## config.mk

```make
export PLATFORM = sky130hd
export DESIGN_NAME = conv_window_ctrl
export DESIGN_NICKNAME = d
export VERILOG_FILES = /design/src/rtl/conv_window_ctrl.sv
export SDC_FILE = /design/constraint.sdc
export NUM_CORES = 1
export LEC_CHECK = 0
export CORE_UTILIZATION = 49
export DETAILED_ROUTE_END_ITERATION = 16
export PLACE_DENSITY_LB_ADDON = 0.08
export SYNTH_ARGS = -nofsm -noshare
export SYNTH_HDL_FRONTEND = slang
export SYNTH_SLANG_ARGS = --single-unit
```

## constraint.sdc

```tcl
create_clock -name clk -period 1.73 [get_ports clk]
set_input_delay 0.173 -clock clk [delete_from_list [all_inputs] [get_ports clk]]
set_output_delay 0.173 -clock clk [all_outputs]
set_load 0.1 [all_outputs]
```

## src/rtl/conv_window_ctrl.sv

```systemverilog
// Sliding-window controller for a KxK convolution over a raster-scanned frame.
// Tracks the pixel position, gates line-buffer shifts and flags legal strided window positions.
module conv_window_ctrl #(
  parameter int IMAGE_WIDTH  = 32,
  parameter int IMAGE_HEIGHT = 32,
  parameter int KERNEL       = 3,
  parameter int STRIDE       = 1
) (
  input  logic                            clk,
  input  logic                            reset,
  input  logic                            start,
  input  logic                            valid_in,
  output logic                            lb_enable,
  output logic                            busy,
  output logic                            window_valid,
  output logic [$clog2(IMAGE_HEIGHT)-1:0] win_row,
  output logic [$clog2(IMAGE_WIDTH)-1:0]  win_col,
  output logic                            frame_done
);

  localparam int CW = $clog2(IMAGE_WIDTH);
  localparam int RW = $clog2(IMAGE_HEIGHT);
  localparam int PW = (STRIDE > 1) ? $clog2(STRIDE) : 1;

  localparam logic [CW-1:0] COL_LAST = CW'(IMAGE_WIDTH - 1);
  localparam logic [RW-1:0] ROW_LAST = RW'(IMAGE_HEIGHT - 1);
  localparam logic [CW-1:0] COL_K    = CW'(KERNEL - 1);
  localparam logic [RW-1:0] ROW_K    = RW'(KERNEL - 1);
  localparam logic [PW-1:0] PH_LAST  = PW'(STRIDE - 1);

  typedef enum logic [1:0] {
    IDLE = 2'd0,
    FILL = 2'd1,
    RUN  = 2'd2,
    DONE = 2'd3
  } state_t;

  state_t        state_r, state_s;
  logic [CW-1:0] col_r, col_s;
  logic [RW-1:0] row_r, row_s;
  logic [PW-1:0] col_ph_r, col_ph_s;
  logic [PW-1:0] row_ph_r, row_ph_s;
  logic [CW-1:0] out_col_r, out_col_s;
  logic [RW-1:0] out_row_r, out_row_s;
  logic          busy_r, frame_done_r, window_valid_r;
  logic [RW-1:0] win_row_r;
  logic [CW-1:0] win_col_r;

  logic accept_s, last_col_s, last_pix_s, fill_end_s, row_win_s, hit_s;

  assign accept_s   = valid_in && !reset && ((state_r == FILL) || (state_r == RUN));
  assign last_col_s = (col_r == COL_LAST);
  assign last_pix_s = last_col_s && (row_r == ROW_LAST);
  assign fill_end_s = (row_r == ROW_K) && (col_r == COL_K);
  // A window lands on this pixel when both axes are past the kernel edge and on a stride phase.
  assign row_win_s  = (row_r >= ROW_K) && (row_ph_r == {PW{1'b0}});
  assign hit_s      = row_win_s && (col_r >= COL_K) && (col_ph_r == {PW{1'b0}});

  assign lb_enable    = accept_s;
  assign busy         = busy_r;
  assign frame_done   = frame_done_r;
  assign window_valid = window_valid_r;
  assign win_row      = win_row_r;
  assign win_col      = win_col_r;

  // Next-state logic for the frame sequencer.
  always_comb begin
    state_s = state_r;
    case (state_r)
      IDLE: begin
        if (start) state_s = FILL;
        else       state_s = IDLE;
      end
      FILL: begin
        if (accept_s && last_pix_s)      state_s = DONE;
        else if (accept_s && fill_end_s) state_s = RUN;
        else                             state_s = FILL;
      end
      RUN: begin
        if (accept_s && last_pix_s) state_s = DONE;
        else                        state_s = RUN;
      end
      DONE:    state_s = IDLE;
      default: state_s = IDLE;
    endcase
  end

  // Next values of the pixel, stride-phase and output-index counters.
  always_comb begin
    col_s     = col_r;
    row_s     = row_r;
    col_ph_s  = col_ph_r;
    row_ph_s  = row_ph_r;
    out_col_s = out_col_r;
    out_row_s = out_row_r;
    if ((state_r == IDLE) && start) begin
      col_s     = {CW{1'b0}};
      row_s     = {RW{1'b0}};
      col_ph_s  = {PW{1'b0}};
      row_ph_s  = {PW{1'b0}};
      out_col_s = {CW{1'b0}};
      out_row_s = {RW{1'b0}};
    end else if (accept_s) begin
      col_s = last_col_s ? {CW{1'b0}} : col_r + 1'b1;
      // Phase restarts at the kernel edge so phase 0 marks every S-th legal position.
      if (col_s == COL_K)
        col_ph_s = {PW{1'b0}};
      else if (col_r >= COL_K)
        col_ph_s = (col_ph_r == PH_LAST) ? {PW{1'b0}} : col_ph_r + 1'b1;
      else
        col_ph_s = {PW{1'b0}};

      if (last_col_s)
        out_col_s = {CW{1'b0}};
      else if (hit_s)
        out_col_s = out_col_r + 1'b1;
      else
        out_col_s = out_col_r;

      if (last_col_s) begin
        row_s = row_r + 1'b1;
        if (row_s == ROW_K)
          row_ph_s = {PW{1'b0}};
        else if (row_r >= ROW_K)
          row_ph_s = (row_ph_r == PH_LAST) ? {PW{1'b0}} : row_ph_r + 1'b1;
        else
          row_ph_s = {PW{1'b0}};
        out_row_s = row_win_s ? out_row_r + 1'b1 : out_row_r;
      end else begin
        row_s     = row_r;
        row_ph_s  = row_ph_r;
        out_row_s = out_row_r;
      end
    end else begin
      col_s = col_r;
    end
  end

  // FSM state register.
  always_ff @(posedge clk) begin
    if (reset) state_r <= IDLE;
    else       state_r <= state_s;
  end

  // Counter and output registers.
  always_ff @(posedge clk) begin
    if (reset) begin
      col_r          <= {CW{1'b0}};
      row_r          <= {RW{1'b0}};
      col_ph_r       <= {PW{1'b0}};
      row_ph_r       <= {PW{1'b0}};
      out_col_r      <= {CW{1'b0}};
      out_row_r      <= {RW{1'b0}};
      busy_r         <= 1'b0;
      frame_done_r   <= 1'b0;
      window_valid_r <= 1'b0;
      win_row_r      <= {RW{1'b0}};
      win_col_r      <= {CW{1'b0}};
    end else begin
      col_r          <= col_s;
      row_r          <= row_s;
      col_ph_r       <= col_ph_s;
      row_ph_r       <= row_ph_s;
      out_col_r      <= out_col_s;
      out_row_r      <= out_row_s;
      busy_r         <= (state_s != IDLE);
      frame_done_r   <= (state_s == DONE);
      window_valid_r <= accept_s && hit_s;
      if (accept_s && hit_s) begin
        win_row_r <= out_row_r;
        win_col_r <= out_col_r;
      end
    end
  end

endmodule

```

# Yosys cells after proc, flatten, opt, wreduce, memory -nomap -nowiden
# Index checks and enable logic that the tools add are counted.
[totals]
ff_bits = 37
in_bits = 4
wordCells = 66
out_inout_bits = 14
[classes]
n_bitwise = 2
n_lt_le_gt_ge = 2
eq_ne = 10
reduce_logical = 20
addsub = 6
n_mux = 14
[ops]
columns = ["operator", "n"]
rows = [
  ["adder 5 x 1 -> 5 bit, second input constant", 4],
  ["== test 5 x 2 -> 1 bit, second input constant", 4],
  ["2-to-1 mux 5 bit", 3],
  ["logical AND 1 bit", 11],
  ["== test 5 bit, second input constant", 2],
  ["greater-or-equal comparator 5 x 2 -> 1 bit, second input constant", 2],
  ["2-to-1 mux 1 bit", 8],
  ["one-hot mux 2 bit (4 select lines)", 1],
  ["== test 2 bit, second input constant", 3],
  ["2-to-1 mux 2 bit", 2],
  ["AND reduction 2 bit", 2],
  ["nonzero test 2 bit", 2],
  ["AND reduction 3 bit", 1],
  ["adder 1 bit, second input constant", 2],
  ["== test 2 x 1 -> 1 bit, second input constant", 1],
  ["zero test 2 bit", 1],
  ["inverter 1 bit", 2],
  ["OR reduction 2 bit", 1],
  ["zero test 1 bit", 1],
  ["logical OR 1 bit", 1],
]

# Logic depth before layout (Yosys ltp)
# Gate-level depths: netlist (run 1).
[depth]
word_depth = 8
depth_mapped = 8
ltp_nobuf = 7

# Worst setup path before layout (run 1)
# No wires, ideal clock.
[synth_path]
path_type = "register -> register"
from = "register state_r[0]"
to = "register win_col_r[2] (netlist: win_col[2])"
path_buffers = 1
synth_period_minus_slack_ns = 2.464
setup_ns = 0.071
arrival_ns = 2.394
path_slack_ns = -0.734
required_ns = 1.659
path_stages_with_launch = 8
cell_sequence = "dfxtp_1 inv_1 ha_1 nand3b_1 inv_2 buf_1 nand3_1 a21oi_1"
[synth_between]
elab_chain_len = 4
elab_cells_between_ends = 5
cone_classes = "eq/ne: 2; reduce/logical: 3"
[synth_lines]
columns = ["element", "line", "text"]
rows = [
  ["start, declared", "38", "state_t state_r, state_s;"],
  ["start signal, assigned", "142", "else state_r <= state_s;"],
  ["== test 2 x 1 -> 1 bit / == test 2 bit (equally long branches)", "51", "assign accept_s = valid_in && !reset && ((state_r == FILL) || (state_r == RUN));"],
  ["logical OR 1 bit *", "51", ""],
  ["logical AND 1 bit *", "51", ""],
  ["net lb_enable", "13", "output logic lb_enable,"],
  ["logical AND 1 bit *", "169", "if (accept_s && hit_s) begin"],
  ["end signal, assigned", "158", "win_col_r <= {CW{1'b0}};"],
  ["end signal, assigned", "171", "win_col_r <= out_col_r;"],
  ["end, declared", "47", "logic [CW-1:0] win_col_r;"],
]
# The timed path passes the listed nets; every way through them passes the cells marked *.
# A chain may end at the register's enable or synchronous reset.

# Worst setup path after layout (run 1)
[layout_path]
from = "register col_r[0]"
to = "register busy_r (netlist: busy)"
[layout_between]
elab_chain_len = 7
elab_cells_between_ends = 11
cone_classes = "eq/ne: 2; mux: 4; reduce/logical: 5"
[layout_lines]
columns = ["element", "line", "text"]
rows = [
  ["start, declared", "39", "logic [CW-1:0] col_r, col_s;"],
  ["start signal, assigned", "148", "col_r <= {CW{1'b0}};"],
  ["start signal, assigned", "160", "col_r <= col_s;"],
  ["== test 5 x 2 -> 1 bit", "54", "assign fill_end_s = (row_r == ROW_K) && (col_r == COL_K);"],
  ["logical AND 1 bit", "54", ""],
  ["logical AND 1 bit", "76", "else if (accept_s && fill_end_s) state_s = RUN;"],
  ["2-to-1 mux 2 bit", "76", ""],
  ["2-to-1 mux 2 bit", "75", "if (accept_s && last_pix_s) state_s = DONE;"],
  ["one-hot mux 2 bit (4 select lines) *", "69", "case (state_r)"],
  ["nonzero test 2 bit *", "166", "busy_r <= (state_s != IDLE);"],
  ["end signal, assigned", "166", ""],
  ["end, declared", "45", "logic busy_r, frame_done_r, window_valid_r;"],
]
# Every way passes the cells marked *; elsewhere a longest branch is shown, timed or not.

==> flow_summary.yaml, run 1 <==
sta:
  finalMaxSlewViolations: 0
  fin_ws_ps: -14.9
  post-route-period-util_pct: 101
  slew_headroom_pct: 66.5
  final_hold_viol_count: 0
  min_period_ps: 1740
  whs_ps: 487
  fin_skew_ps: 13.2
  setup_viol: 2
  clock.fmax_mhz: 573
  worst_slew_pin_slew_ps: 499
  rsz0062_at_grt: "true"
routing:
  drc: 0
  viasPerCell: 5.45
  first_iter_violations: 63
  vias: 1505
  antenna_left: 0
  wl_mm: 3.71
  firstDrtPassIters: 4
  wire_per_inst_um: 13.4
critical_path:
  crit_path_max_incr_delay_ps: 350
  worst_setup_path_start_kind: "flop"
  r2r_slack_ps: -10
  cp-startpoint: "col_r[0]$_SDFFE_PP0P_"
  rr_worst_depth: 7
  crit_required_ps: 1950
  crit_chain: "ha_4 > and3_4 > ha_4 > and4b_2 > a21o_1 > a22oi_2 > o31ai_2"
  r2r_start: "col_r[0]$_SDFFE_PP0P_"
  crit_type: "reg -> reg"
  cp.depth: 7
  crit_family: "compound AO/OA/AOI/OAI gates"
  arrival_ps: 1960
  slowest_stage: "dfxtp_2"
  crit_path_end_kind: "flop"
  path_buf_inv: 0
  worstPathMaxFanout: 6
  cpMostUsedCell: "ha_4"
grt:
  grt_pass1_wl_mm: 6.22
  groute.usage.overall_pct: 23.6
  grt_pass1_vias: 1480
  grt_start_max_net_pins: 16
  grt-ovfl-total: 0
  antenna_found_initial: 0
hold_path:
  hp-start: "win_row[2]$_SDFFE_PP0P_"
  worstHoldPathCells: 2
  hold_path_class: "reg -> reg"
place:
  portBuffers: 17
  dp_hpwl_mm: 2.65
  dp_slack_ps: -125
  placed_cells_incl_taps: 263
  gp_congestion: 0.812
synthesis:
  synthCells: 186
  syn-num-nets: 202
  yosys.area.top_type: "dfxtp_1"
  synth_seq_cells: 35
  synth_top_area_share_pct: 42.7
  synth_area_mm2: 0.00164
  yosysSeqAreaShare_pct: 42.7
  ys_types: 38
  syn_area_per_cell_um2: 8.81
  synth-warning-count: 0
  synth_area_leaders: "dfxtp_1 43%, ha_1 9.2%, a21oi_1 4.6%"
clock_tree:
  clockRootBuffer: "clkbuf_4"
  cts_tree: "done"
  cts.clk_slew.worst_paths_ps: 120
  cts_buffer_depth: 2
  cts.sinks: 35
  numCtsBuffers: 5
  h-tree-depth: 2
  cts_hold_buf: 0
  insertion_delay_ps: 340
status:
  outcome: "finished, violations left"
  violations: "setup timing"
floorplanning:
  die_w_um: 59.8
  fp.coreArea_mm2: 0.00310
  die_h_um: 59.8
  ios: 18
  start_util_pct: 52.8
  rows: 20
  die_area_mm2: 0.00358
pwr:
  peakVddDrop_mv: 0.505
  p_leak_nw: 0.873
  power.density_mw_per_mm2: 887
final_layout:
  instances_no_fill: 276
  fin_nets: 247
  fin_util_pct: 71.8
  antenna_cells: 0
  drive_gt1_share_pct: 34.1
  area_delta_synth_final_pct: 35.9
flow_run:
  drv_cap: 0
[worst register-to-register path: cells and delay by family (launching register included)]
family / cells / cell delay, ps
compound gates: 3 / 500
fa+ha+maj: 2 / 310
flops: 1 / 350
simple gates: 2 / 450
[where the power goes]
group          leakage (nW)  switching (mW)  total, mW  internal, mW
clock network        0.0525           0.275      0.726         0.451
logic                 0.534           0.237      0.404         0.167
registers             0.286          0.0162      0.846         0.829
[registers in the layout (all words and copies together), names as in the netlist]
signal	cells
out_row_r	5
win_col	5
busy	1
row_r	5
win_row	5
col_r	5
frame_done	1
out_col_r	5
state_r	2
window_valid	1
[synthesized netlist by cell type, drive strengths merged]
| library cell | instances |
|---|---|
| ha | 12 |
| nor2 | 19 |
| nand2 | 11 |
| or2 | 1 |
| xnor2 | 5 |
| a21boi | 1 |
| or4 | 1 |
| nor3b | 1 |
| o32ai | 1 |
| and3 | 3 |
| nand3b | 2 |
| o21ai | 14 |
| nand2b | 1 |
| o32a | 1 |
| nor3 | 6 |
| nand3 | 14 |
| o211ai | 1 |
| o31ai | 1 |
| or3 | 5 |
| a21oi | 15 |
| nor2b | 1 |
| nand4 | 4 |
| nand4b | 1 |
| buf | 1 |
| dfxtp | 35 |
| and4b | 1 |
| a211oi | 3 |
| mux2i | 2 |
| inv | 6 |
| clkbuf | 7 |
| o22ai | 1 |
| a22oi | 1 |
| a311oi | 1 |
| xor2 | 5 |
| a21o | 2 |
[cell type report]
| type | instances | area [um2] |
|---|---|---|
| Tap cell | 44 | 55.1 |
| Fill cell | 250 | 876 |
| Multi-Input combinational cell | 137 | 961 |
| Inverter | 6 | 22.5 |
| Sequential cell | 35 | 711 |
| Timing Repair Buffer | 46 | 377 |
| Clock inverter | 2 | 60.1 |
| Clock buffer | 6 | 41.3 |
[stage by stage]
step	power [mW]	instance area, um2	setup TNS [ps]
after global routing	2.06	2230	-468
after floorplan	1.10	1680	-7.45
after global placement	1.21	2020	-156
final	1.98	2230	-15.5
after CTS	1.97	2180	-1.17
after detailed placement	1.22	2020	-445
[per-layer routing]
metal / global-route usage [%] / vias up / routed length, um
li1: - / 750 / -
met1: 26.7 / 711 / 1600
met2: 40.8 / 36 / 1860
met3: 6.93 / 8 / 187
met4: 10.6 / 0 / 58
met5: 0 / - / 0
[path summary, 6_finish.rpt]
path | endpoint
worst max register to register | busy$_SDFF_PP0_
worst max-delay path | busy$_SDFF_PP0_
worst min register to register | win_row[2]$_SDFFE_PP0P_
worst min-delay path | win_row[2]$_SDFFE_PP0P_
[cells by family after synthesis]
kind of cell	count (synthesis)	synth area share, %
flops	35	42.7
fa+ha+maj	12	9.16
mux	2	1.22
simple gates	71	22.5
buf+inv	14	3.21
xor+xnor	10	5.34
compound gates	42	15.8
[timing repair]
item | CTS | global route
buffers inserted | 4 | 1
resized for setup | 14 | 9
pin swaps | 8 | 5
setup endpoints to repair | 10 | 16
[placed cells by master (no fill, tap or decap), types with 4 or more instances in the layout]
| cell type | count |
|---|---|
| nor3_1 | 5 |
| xnor2_1 | 5 |
| xor2_1 | 5 |
| clkbuf_4 | 5 |
| nor2_1 | 19 |
| nand3_1 | 14 |
| dfxtp_1 | 27 |
| ha_1 | 8 |
| nand4_1 | 4 |
| o21ai_0 | 13 |
| buf_4 | 39 |
| a21oi_1 | 14 |
| dfxtp_2 | 8 |
| nand2_1 | 11 |
Note: power is estimated with default switching activity, not from simulation.
==> inputs of run 2 (changes only) <==
--- a/config.mk
+++ b/config.mk
@@ -5,6 +5,7 @@
 export SDC_FILE = /design/constraint.sdc
 export NUM_CORES = 1
 export LEC_CHECK = 0
+export CAP_MARGIN = 20
 export CORE_UTILIZATION = 49
 export DETAILED_ROUTE_END_ITERATION = 16
 export PLACE_DENSITY_LB_ADDON = 0.08
==> results of run 2 <==
Same layout as run 1: the final DEF is identical, and so are final timing and power.
==> inputs of run 3 (changes only) <==
--- a/config.mk
+++ b/config.mk
@@ -5,10 +5,11 @@
 export SDC_FILE = /design/constraint.sdc
 export NUM_CORES = 1
 export LEC_CHECK = 0
+export ABC_CLOCK_PERIOD_IN_PS = 1730
 export CAP_MARGIN = 20
 export CORE_UTILIZATION = 49
 export DETAILED_ROUTE_END_ITERATION = 16
-export PLACE_DENSITY_LB_ADDON = 0.08
+export PLACE_DENSITY_LB_ADDON = 0.05
 export SYNTH_ARGS = -nofsm -noshare
 export SYNTH_HDL_FRONTEND = slang
 export SYNTH_SLANG_ARGS = --single-unit
==> constraint.sdc (replaced) <==
create_clock -name clk -period 1.73 [get_ports clk]
set_input_delay 0.4325 -clock clk [delete_from_list [all_inputs] [get_ports clk]]
set_output_delay 0.4325 -clock clk [all_outputs]
set_load 0.1 [all_outputs]
==> run 3 against run 2 <==
  * The run still ends with setup timing left
  * Flip-flop and latch count is the same
  * Clock skew rose by 5.6 ps
  * Fmax down 7.4%
  * First-iteration DRC count grew to 2.8 times the previous value
  * Total power fell by 9.3%
  * Critical path type is now reg -> out
  * Largest cell class unchanged
  * Largest power group unchanged
==> flow_summary.yaml, run 3 (same netlist as run 1, synthesis figures left out) <==
floorplanning:
  start_util_pct: 52.8
  die_h_um: 59.8
  rows: 20
  fp.coreArea_mm2: 0.00310
  die_area_mm2: 0.00358
  ios: 18
  die_w_um: 59.8
clock_tree:
  cts_hold_buf: 0
  h-tree-depth: 2
  cts_tree: "done"
  numCtsBuffers: 5
  cts.clk_slew.worst_paths_ps: 120
  cts_buffer_depth: 2
  clockRootBuffer: "clkbuf_4"
  cts.sinks: 35
  insertion_delay_ps: 360
grt:
  antenna_found_initial: 0
  grt_pass1_wl_mm: 6.76
  groute.usage.overall_pct: 26.1
  grt_start_max_net_pins: 16
  grt_pass1_vias: 1568
  grt-ovfl-total: 0
critical_path:
  arrival_ps: 1450
  crit_required_ps: 1300
  crit_path_max_incr_delay_ps: 360
  cpMostUsedCell: "inv_2"
  r2r_start: "state_r[0]$_SDFF_PP0_"
  slowest_stage: "dfxtp_2"
  crit_path_end_kind: "output pin"
  crit_chain: "inv_2 > ha_4 > nand3b_1 > inv_2 > buf_12"
  r2r-end: "busy$_SDFF_PP0_"
  rr_worst_depth: 7
  worstPathMaxFanout: 2
  crit_type: "reg -> out"
  r2r_slack_ps: -50
  worst_setup_path_start_kind: "flop"
place:
  dp_hpwl_mm: 2.74
  portBuffers: 17
  place_area_mm2: 0.00219
  dp_slack_ps: -331
  gp_congestion: 0.801
final_layout:
  final_common_cell: "buf_4"
  area_delta_synth_final_pct: 50.1
  layout_common_cells: "32 x buf_4, 29 x dfxtp_1, 17 x nor2_1"
  antenna_cells: 0
  fin_util_pct: 79.3
  drive_gt1_share_pct: 38.3
  fin_nets: 256
  finalInstanceArea_mm2: 0.00246
routing:
  viasPerCell: 5.66
  wl_mm: 4.45
  firstDrtPassIters: 4
  wire_per_inst_um: 15.7
  first_iter_violations: 178
  antenna_left: 0
  drc: 0
  vias: 1608
sta:
  setup_viol: 6
  rsz0062_at_grt: "true"
  final_hold_viol_count: 0
  post-route-period-util_pct: 109
  tns_ps: -267
  worst_slew_pin_slew_ps: 579
  min_period_ps: 1890
  fin_skew_ps: 18.8
  fin_ws_ps: -155
  clock.fmax_mhz: 530
  finalMaxSlewViolations: 0
  slew_headroom_pct: 61.0
status:
  violations: "setup timing"
  outcome: "finished, violations left"
pwr:
  p_leak_nw: 0.939
  power.density_mw_per_mm2: 728
  peakVddDrop_mv: 0.445
  power_mw: 1.79
hold_path:
  worstHoldPathCells: 2
  hold_path_class: "reg -> reg"
  min_to: "win_col[4]$_SDFFE_PP0P_"
  hp-start: "out_col_r[4]$_SDFFE_PP0P_"
flow_run:
  drv_cap: 0
-- run 3: cell count changes in the layout (fill, tap and decap cells not counted), sizes merged --
cell	change
buf	+9
dlygate4sd2	+1
clkinv	+1
clkdlybuf4s50	-1
bufinv	-2
-- run 3: how the worst max path moves through the flow --
stage | start | end | slack (ps) | depth (start not counted)
2_1_floorplan | col_r[0]$_SDFFE_PP0P_ | busy$_SDFF_PP0_ | -7 | 8
3_3_place_gp | reset | out_row_r[1]$_SDFFE_PP0P_ | -250 | 6
3_5_place_dp | reset | out_row_r[1]$_SDFFE_PP0P_ | -330 | 6
4_1_cts | state_r[0]$_SDFF_PP0_ | lb_enable | -140 | 5
5_1_grt | state_r[0]$_SDFF_PP0_ | lb_enable | -230 | 5
6_report | state_r[0]$_SDFF_PP0_ | lb_enable | -160 | 5
-- run 3: routing by layer --
| layer | track usage (%) | wire [um] |
|---|---|---|
| met5 | 0 | 0 |
| met4 | 15.0 | 116 |
| met3 | 7.14 | 231 |
| met2 | 42.7 | 2230 |
| met1 | 30.4 | 1870 |
-- run 3: area by class of cell --
class	count	area (um2)
fillers	220	643
multi-input cells	137	997
well taps	44	55.1
inverters	6	22.5
flip-flops and latches	35	708
repair buffers	55	621
clock buffers	6	51.3
clock inverters	1	5.00
-- run 3: timing repair --
| action | 4_1_cts | 5_1_grt |
|---|---|---|
| cloned | 0 | 1 |
| pin swaps | 6 | 12 |
| buffers inserted | 10 | 2 |
| resized for setup | 15 | 31 |
| setup endpoints to repair | 12 | 31 |
-- run 3: power breakdown --
part	switching [mW]	total [mW]	internal, mW
Combinational	0.262	0.474	0.212
Clock	0.279	0.467	0.188
Sequential	0.0211	0.851	0.830
-- run 3: critical path: cells and delay by family, from the launching register on --
family                   cells  cell delay, ps
flip-flops                   1             360
buffers and inverters        3             360
adder cells (fa/ha/maj)      1             260
AND/OR/NAND/NOR              1             130
-- run 3: metrics by stage --
step	hold WS, ps	cells
5_1_grt	536	284
6_report	517	284
4_1_cts	496	282
2_1_floorplan	447	186
3_3_place_gp	465	265
3_5_place_dp	477	265
